--- config.mk ---
export PLATFORM = sky130hd
export DESIGN_NAME = ddr_cmd_issuer
export DESIGN_NICKNAME = d
export VERILOG_FILES = /design/src/rtl/ddr_cmd_issuer.sv
export SDC_FILE = /design/constraint.sdc
export NUM_CORES = 1
export LEC_CHECK = 0
export CAP_MARGIN = 15
export CELL_PAD_IN_SITES_DETAIL_PLACEMENT = 0
export CELL_PAD_IN_SITES_GLOBAL_PLACEMENT = 1
export CORE_MARGIN = 3
export CORE_UTILIZATION = 40
export DETAILED_ROUTE_END_ITERATION = 10
export GPL_TIMING_DRIVEN = 1
export PLACE_DENSITY_LB_ADDON = 0.2
export SYNTH_ARGS = -nofsm -noshare
export SYNTH_HDL_FRONTEND = slang
export SYNTH_SLANG_ARGS = --single-unit
export TNS_END_PERCENT = 100
--- constraint.sdc ---
create_clock -name CK_t -period 3.9 [get_ports CK_t]
set_input_delay 0.78 -clock CK_t [delete_from_list [all_inputs] [get_ports CK_t]]
set_output_delay 0.78 -clock CK_t [all_outputs]
set_load 0.1 [all_outputs]
--- src/rtl/ddr_cmd_issuer.sv ---
// DDR4 close-page command issuer: ACT -> RD/WR -> PRE, plus REF.
// One request in flight; all spacing is driven by a single down-counter.
module ddr_cmd_issuer #(
  parameter int T_RCD = 4,
  parameter int T_CL  = 6,
  parameter int T_CWL = 5,
  parameter int T_WR  = 6,
  parameter int T_RP  = 4,
  parameter int T_RFC = 20,
  parameter int BL    = 8
) (
  input  logic        CK_t,
  input  logic        reset_n,
  input  logic        req_valid,
  output logic        req_ready,
  input  logic        req_rw,
  input  logic [1:0]  req_bg,
  input  logic [1:0]  req_ba,
  input  logic [16:0] req_row,
  input  logic [9:0]  req_col,
  input  logic        ref_req,
  output logic        ref_ack,
  output logic        cmd_done,
  output logic        busy,
  output logic        cs_n,
  output logic        act_n,
  output logic        RAS_n_A16,
  output logic        CAS_n_A15,
  output logic        WE_n_A14,
  output logic        A13,
  output logic        A12_BC_n,
  output logic        A11,
  output logic        A10_AP,
  output logic [9:0]  A9_A0,
  output logic [1:0]  bg_addr,
  output logic [1:0]  ba_addr
);

  localparam int RD_WAIT = T_CL + BL / 2;
  localparam int WR_WAIT = T_CWL + BL / 2 + T_WR;

  localparam logic [4:0] CMD_DES = 5'b11111;
  localparam logic [4:0] CMD_RD  = 5'b01101;
  localparam logic [4:0] CMD_WR  = 5'b01100;
  localparam logic [4:0] CMD_PRE = 5'b01010;
  localparam logic [4:0] CMD_REF = 5'b01001;

  // The next command is launched on the same edge the counter runs out,
  // so every wait must span at least two cycles and fit the 8-bit counter.
  if (BL != 8 && BL != 4) begin : g_bad_bl
    $error("ddr_cmd_issuer: BL must be 8 or 4");
  end
  if (T_RCD < 2 || T_RP < 2 || T_RFC < 2 ||
      T_RCD > 256 || T_RP > 256 || T_RFC > 256 ||
      RD_WAIT > 256 || WR_WAIT > 256) begin : g_bad_timing
    $error("ddr_cmd_issuer: timing waits out of counter range");
  end

  typedef enum logic [3:0] {
    S_IDLE, S_ACT, S_TRCD, S_CAS, S_TDATA,
    S_PRE, S_TRP, S_REF, S_TRFC
  } state_t;

  state_t      state;
  logic [7:0]  cnt;
  logic [4:0]  cmd;
  logic        lat_rw;
  logic [1:0]  lat_bg;
  logic [1:0]  lat_ba;
  logic [9:0]  lat_col;
  logic        last;

  assign {cs_n, act_n, RAS_n_A16, CAS_n_A15, WE_n_A14} = cmd;
  assign req_ready = (state == S_IDLE) && !ref_req && reset_n;
  assign last = (cnt <= 8'd1);

  // Sequencer: state, counter and every registered bus/handshake output.
  always_ff @(posedge CK_t or negedge reset_n) begin
    if (!reset_n) begin
      state    <= S_IDLE;
      cnt      <= 8'd0;
      cmd      <= CMD_DES;
      A13      <= 1'b0;
      A12_BC_n <= 1'b0;
      A11      <= 1'b0;
      A10_AP   <= 1'b0;
      A9_A0    <= 10'd0;
      bg_addr  <= 2'd0;
      ba_addr  <= 2'd0;
      ref_ack  <= 1'b0;
      cmd_done <= 1'b0;
      busy     <= 1'b0;
      lat_rw   <= 1'b0;
      lat_bg   <= 2'd0;
      lat_ba   <= 2'd0;
      lat_col  <= 10'd0;
    end else begin
      cmd      <= CMD_DES;
      ref_ack  <= 1'b0;
      cmd_done <= 1'b0;
      unique case (state)
        S_IDLE: begin
          if (ref_req) begin
            state   <= S_REF;
            cmd     <= CMD_REF;
            ref_ack <= 1'b1;
            busy    <= 1'b1;
          end else if (req_valid) begin
            lat_rw  <= req_rw;
            lat_bg  <= req_bg;
            lat_ba  <= req_ba;
            lat_col <= req_col;
            state   <= S_ACT;
            cmd     <= {2'b00, req_row[16:14]};
            {A13, A12_BC_n, A11, A10_AP} <= req_row[13:10];
            A9_A0   <= req_row[9:0];
            bg_addr <= req_bg;
            ba_addr <= req_ba;
            busy    <= 1'b1;
          end
        end
        S_ACT: begin
          cnt   <= 8'(T_RCD - 1);
          state <= S_TRCD;
        end
        S_TRCD: begin
          cnt <= cnt - 8'd1;
          if (last) begin
            state    <= S_CAS;
            cmd      <= lat_rw ? CMD_WR : CMD_RD;
            A9_A0    <= lat_col;
            A10_AP   <= 1'b0;
            A12_BC_n <= (BL == 8);
            A13      <= 1'b0;
            A11      <= 1'b0;
            bg_addr  <= lat_bg;
            ba_addr  <= lat_ba;
          end
        end
        S_CAS: begin
          cnt   <= lat_rw ? 8'(WR_WAIT - 1) : 8'(RD_WAIT - 1);
          state <= S_TDATA;
        end
        S_TDATA: begin
          cnt <= cnt - 8'd1;
          if (last) begin
            state    <= S_PRE;
            cmd      <= CMD_PRE;
            A10_AP   <= 1'b0;
            bg_addr  <= lat_bg;
            ba_addr  <= lat_ba;
            cmd_done <= 1'b1;
          end
        end
        S_PRE: begin
          cnt   <= 8'(T_RP - 1);
          state <= S_TRP;
        end
        S_TRP: begin
          cnt <= cnt - 8'd1;
          if (last) begin
            state <= S_IDLE;
            busy  <= 1'b0;
          end
        end
        S_REF: begin
          cnt   <= 8'(T_RFC - 1);
          state <= S_TRFC;
        end
        S_TRFC: begin
          cnt <= cnt - 8'd1;
          if (last) begin
            state <= S_IDLE;
            busy  <= 1'b0;
          end
        end
        default: begin
          state <= S_IDLE;
          busy  <= 1'b0;
        end
      endcase
    end
  end

endmodule

==> results of run 1 <==
## cells by family (layout without fill, tap and decap cells)
kind of cell               after synthesis  after routing  synth area share, %
muxes                                   36             36                 15.1
xor gates and xnor gates                 4              4                 1.30
adders and majority gates                3              3                 1.30
buffers and inverters                   24             83                 3.77
AOI/OAI and AO/OA                       61             61                 15.7
and+or+nand+nor                         76             76                 13.3
DFF                                     53             53                 49.6
## metrics by stage
stage | utilization (%) | setup slack [ns] | hold slack, ns | instances | cell area, um^2
5_1_grt | 53.8 | 0.720 | 0.514 | 393 | 3450
3_5_place_dp | 52.3 | 1.06 | 0.470 | 385 | 3360
6_report | 53.8 | 0.882 | 0.489 | 393 | 3450
3_3_place_gp | 52.3 | 1.08 | 0.464 | 385 | 3360
2_1_floorplan | - | 1.30 | 0.460 | 257 | 2690
4_1_cts | 53.8 | 0.855 | 0.494 | 393 | 3450
## cells in the final DEF (no fill, tap or decap), drive strengths merged, types with 3 or more instances in the layout
cell type       n
a21oi           9
buf             6
clkbuf          5
clkdlybuf4s50  60
dfrtp          48
dfstp           5
inv            10
mux2           24
mux2i          12
nand2          34
nand3           3
nor2           19
nor3            7
nor4            3
o21ai          23
o22ai           6
## how the worst max path moves through the flow
stage                     slack [ns]            startpoint                     end
after detailed placement        1.06               ref_req  bg_addr[1]$_DFFE_PN0P_
after floorplan                 1.30  state[1]$_DFFE_PN0P_               req_ready
after global placement          1.08               ref_req  bg_addr[0]$_DFFE_PN0P_
after CTS                       0.86  state[1]$_DFFE_PN0P_               req_ready
final                           0.88  state[1]$_DFFE_PN0P_               req_ready
after global routing            0.72  state[1]$_DFFE_PN0P_               req_ready
## layout make-up
class | count | area [um^2]
repair buffers | 66 | 643
multi-input cells | 180 | 1250
flip-flops and latches | 53 | 1330
fillers | 611 | 2970
inverters | 9 | 33.8
well taps | 77 | 96.3
clock buffers | 5 | 68.8
clock inverters | 3 | 26.3
## flip-flops by register name, summed over array words and instances, names as in the netlist
signal / flops
A9_A0: 10
lat_col: 10
cnt: 8
cmd: 5
state: 4
ba_addr: 2
bg_addr: 2
lat_ba: 2
lat_bg: 2
A10_AP: 1
A11: 1
A12_BC_n: 1
A13: 1
busy: 1
cmd_done: 1
lat_rw: 1
ref_ack: 1
## routing by layer
| layer | global-route usage [%] | vias up | share of wire (%) |
|---|---|---|---|
| met4 | 3.49 | 0 | 0.49 |
| met3 | 3.67 | 2 | 6.0 |
| met5 | 0 | - | 0 |
| met2 | 26.2 | 56 | 46 |
| li1 | - | 1033 | - |
| met1 | 25.9 | 1002 | 47 |
## worst max-delay path, delay by kind of cell (launching register included)
kind,cells,cell delay [ns]
DFF,1,0.63
and+or+nand+nor,2,1.00
buffers and inverters,1,0.30
==> impl_results.md, run 1 <==
- Worst r2r dst: bg_addr[1]$_DFFE_PN0P_
- Mapped cell area: 2690 um^2
- Synth async-reset ratio: 100%
- Final min period: 3.02 ns
- Pin count of the biggest net entering global routing: 54
- First-pass DRT Iterations: 4
- Slowest stage delay, CP: 0.71 ns
- First-pass GRT wire length: 10,400 um
- Vias in the first global route: 2,026
- Die height: 88.0 um
- Synth Flop Type: dfrtp_1
- Ant diodes: 0
- Initial antenna violation count: 0
- Period Utilization, post-route: 77.4%
- Post-CTS sizing: 0
- Post-synth EDFFs: 0
- Worst Path Arrival: approximately 2.2 ns
- CTS sink cnt: 53
- GRT Total Usage: 17.4%
- Hold depth: 2
- WL final: around 6500 um
- Hold WC Path Type: flip-flop to flip-flop
- Starting density of the core: between 40% and 50%
- CP Max Fanout: 20
- Reg clk slew, reported paths: approximately 0.11 ns
- F_max: 331 MHz
- Synth top area share: 44.7%
- Synthesis Warnings: 0
- H-Tree Level Count: 2
- R2R Setup Slk: ~1.4 ns
- Setup_tns: 0 ns
- Skew-Pair Late Insertion Delay: 0.31 ns
- Cell taking the most area after synthesis: dfrtp_1
- Iteration-0 DRC Markers: approximately 160
- Mapped Avg Cell Area: 10.5 um^2
- Unrepaired setup endpoints after global routing: no
- Synth area leaders: dfrtp_1 (45%), mux2_2 (5.4%), dfstp_2 (4.9%), nand2_1 (4.6%), mux2i_1 (4.5%)
- TritonCTS Buffers: 5
- Wire per inst: between 15 and 20 um
- CP cell instances: nor4_1 -> and3_1 -> buf_4
- Final nets: 353
- Vias after detailed routing: 2,093
- DP HPWL: 4620 um
- Post-Synthesis Net Count: 295
- Core area: around 6400 um^2
- Root Buffer Master: clkbuf_8
- Hold-fix buffers, CTS: 0
- Worst r2r src: state[1]$_DFFE_PN0P_
- Worst Max-Slew Pin Slew: 1.00 ns
- # IOs: 63
- Vias/cell: between 5 and 6
- Layout area overhead: 28.6%
- Min-Delay Startpoint: A9_A0[1]$_DFFE_PN0P_
- Row cnt: 29
- Synth Instances: 257
- Grt ovf: 0
- Crit path launch type: flip-flop
- Clock skew: 0.00787 ns
- Top-count cell post-synth: dfrtp_1
- Number of setup buffers added after CTS: 0
- Layout cells sized above 1: 13.9%
- Slew headroom: 33.1%
- CTS tree: yes
- WS Path Type: flip-flop to output port
- Worst min-delay path endpoint: A9_A0[1]$_DFFE_PN0P_
- Final ANT Viol Nets: 0
- Cells on worst reg2reg path: 5
- Max cap viols: 0
- DIE AREA: approximately 7700 um^2
- Endpoints failing setup: 0
- Run status: completed
- Post-synthesis sequential area ratio: 49.6%
- GPL Wtd Cong: 0.878
- Clk buf depth: 2
- Synth top cells by count: dfrtp_1 (48), nand2_1 (33), nor2_1 (19)
- Buffers on Ports: 62
- Netlist cell types: 54
- Final Hold Vio Count: 0
- Seq cells post-synth: 53
- Die X: approximately 88 um
- Final Max Tran Viols: 0
- Slowest cell on crit path: nor4_1
- Critical path required time: 3.12 ns
- Post-route DRC: 0
- CP Capture Type: output port
Power of run 1 is not shown: default switching activity piles up to over one toggle a cycle in this logic, so the estimate is an artifact.
==> run 2: changes to the inputs <==
CORE_UTILIZATION = 38   (was 40)
clock period = 2.8 ns   (was 3.9 ns; I/O delays follow)
==> impl_results.md, run 2 (synthesis gave the netlist of run 1 again) <==
- Hold WC Path Type: input port to async pin
- Highest metal used: met4
- Max cap viols: 0
- Endpoints failing setup: 0
- TritonCTS Buffers: 5
- CP cell instances: buf_4 -> nor4_1 -> and3_1 -> buf_12
- Largest regs: A9_A0 (10), lat_col (10), cnt (8)
- Slew headroom: 54.2%
- Grt ovf: 0
- Die X: 90.1 um
- Hold-fix buffers, CTS: 0
- Layout cells sized above 1: 23.1%
- Vias after detailed routing: 2,122
- Setup ws final: around 0.45 ns
- F_max: 425 MHz
- Slowest cell on crit path: nor4_1
- Post-Place Setup Slack: about 0.44 ns
- DIE AREA: 8110 um^2
- Post-route DRC: 0
- Vias in the first global route: about 2,000
- Initial antenna violation count: 0
- Starting density of the core: ~39%
- Post-CTS sizing: 0
- Vias/cell: slightly above 5
- Ant diodes: 0
- GPL Wtd Cong: 0.826
- Root Buffer Master: clkbuf_8
- Row cnt: 30
- Filler cells: 678
- Final nets: 358
- CTS tree: yes
- Iteration-0 DRC Markers: ~160
- Number of setup buffers added after CTS: 0
- Worst Path Arrival: 1.79 ns
- First-pass GRT wire length: between 10,000 and 15,000 um
- Crit path launch type: flip-flop
- Routed wire length on met3: between 300 and 400 um
- R2R Setup Slk: 0.64 ns
- H-Tree Level Count: 2
- Final ANT Viol Nets: 0
- WL final: 6340 um
- Slowest stage delay, CP: 0.43 ns
- Pin count of the biggest net entering global routing: 54
- WS Path Type: flip-flop to output port
- Clk buf depth: 2
- Buffers on Ports: slightly above 60
- Final min period: 2.35 ns
- WP buf/inv: 2
- Die height: ~90 um
- WL met2: 3040 um
- DP HPWL: 4510 um
- Core area: 6830 um^2
- Leading cell type in the layout, fill and taps excluded: dfrtp_1
- CP delay by family, top: simple AND/OR/NAND/NOR gates
- GRT Total Usage: 16.2%
- Final Hold Slack: roughly 0.39 ns
- Final Hold Vio Count: 0
- Unrepaired setup endpoints after global routing: no
- Clock skew: 0.00578 ns
- Critical path required time: ~2.2 ns
- # IOs: 63
- Wire per inst: ~15 um
- Period Utilization, post-route: between 80% and 90%
- Setup_tns: 0 ns
- Skew-Pair Late Insertion Delay: 0.30 ns
- First-pass DRT Iterations: 4
- CP Capture Type: output port
- Final Max Tran Viols: 0
- Metal-1 WL: ~2900 um
- Commonest non-fill, non-tap cells in the layout: dfrtp_1 (48), buf_4 (35), clkdlybuf4s50_1 (34)
- Layout area overhead: 28.6%
- Reg clk slew, reported paths: roughly 0.10 ns
- Run status: completed
- CTS sink cnt: 53
- CP Max Fanout: 23
- Worst Max-Slew Pin Slew: 0.685 ns
==> run 2: final cells by class <==
class	count	area, um^2	share of cell area (%)
flip-flops and latches	53	1330	38.6
clock inverters	2	13.8	0.399
clock buffers	6	72.6	2.10
multi-input cells	180	1250	36.3
inverters	9	33.8	0.978
repair buffers	71	628	18.2
well taps	96	120	3.48
==> run 2: worst paths after layout <==
check | start | end | cells past startpoint
setup / recovery | state[2]$_DFFE_PN0P_ | req_ready | 4
hold / removal | reset_n | cnt[2]$_DFFE_PN0P_ | 2
setup reg to reg | cnt[0]$_DFFE_PN0P_ | cnt[6]$_DFFE_PN0P_ | 7
hold reg to reg | A9_A0[1]$_DFFE_PN0P_ | A9_A0[1]$_DFFE_PN0P_ | 2
max in group asynchronous | reset_n | cnt[4]$_DFFE_PN0P_ | 2
min in group CK_t | A9_A0[1]$_DFFE_PN0P_ | A9_A0[1]$_DFFE_PN0P_ | 2
==> run 2: worst register-to-register path: stages, from the launching register on <==
cell	delay, ns
dfrtp_1	0.48
inv_1	0.11
ha_1	0.27
or3b_2	0.50
nor3_1	0.27
o21bai_1	0.10
a22o_1	0.19
a21o_1	0.15
==> run 2: metrics by stage <==
step	instances	cell area, um^2	util (%)
6_report	417	3450	50.5
3_5_place_dp	409	3370	49.3
3_3_place_gp	409	3370	49.3
4_1_cts	417	3450	50.5
5_1_grt	417	3450	50.5
2_1_floorplan	257	2690	-
==> run 2: metal layers <==
layer  vias to the layer above  GRT usage (%)
met5                         -              0
met4                         0           3.83
li1                       1045              -
met1                      1018           23.4
met3                         5           3.68
met2                        54           24.8
Power of run 2 is left out for the same reason.
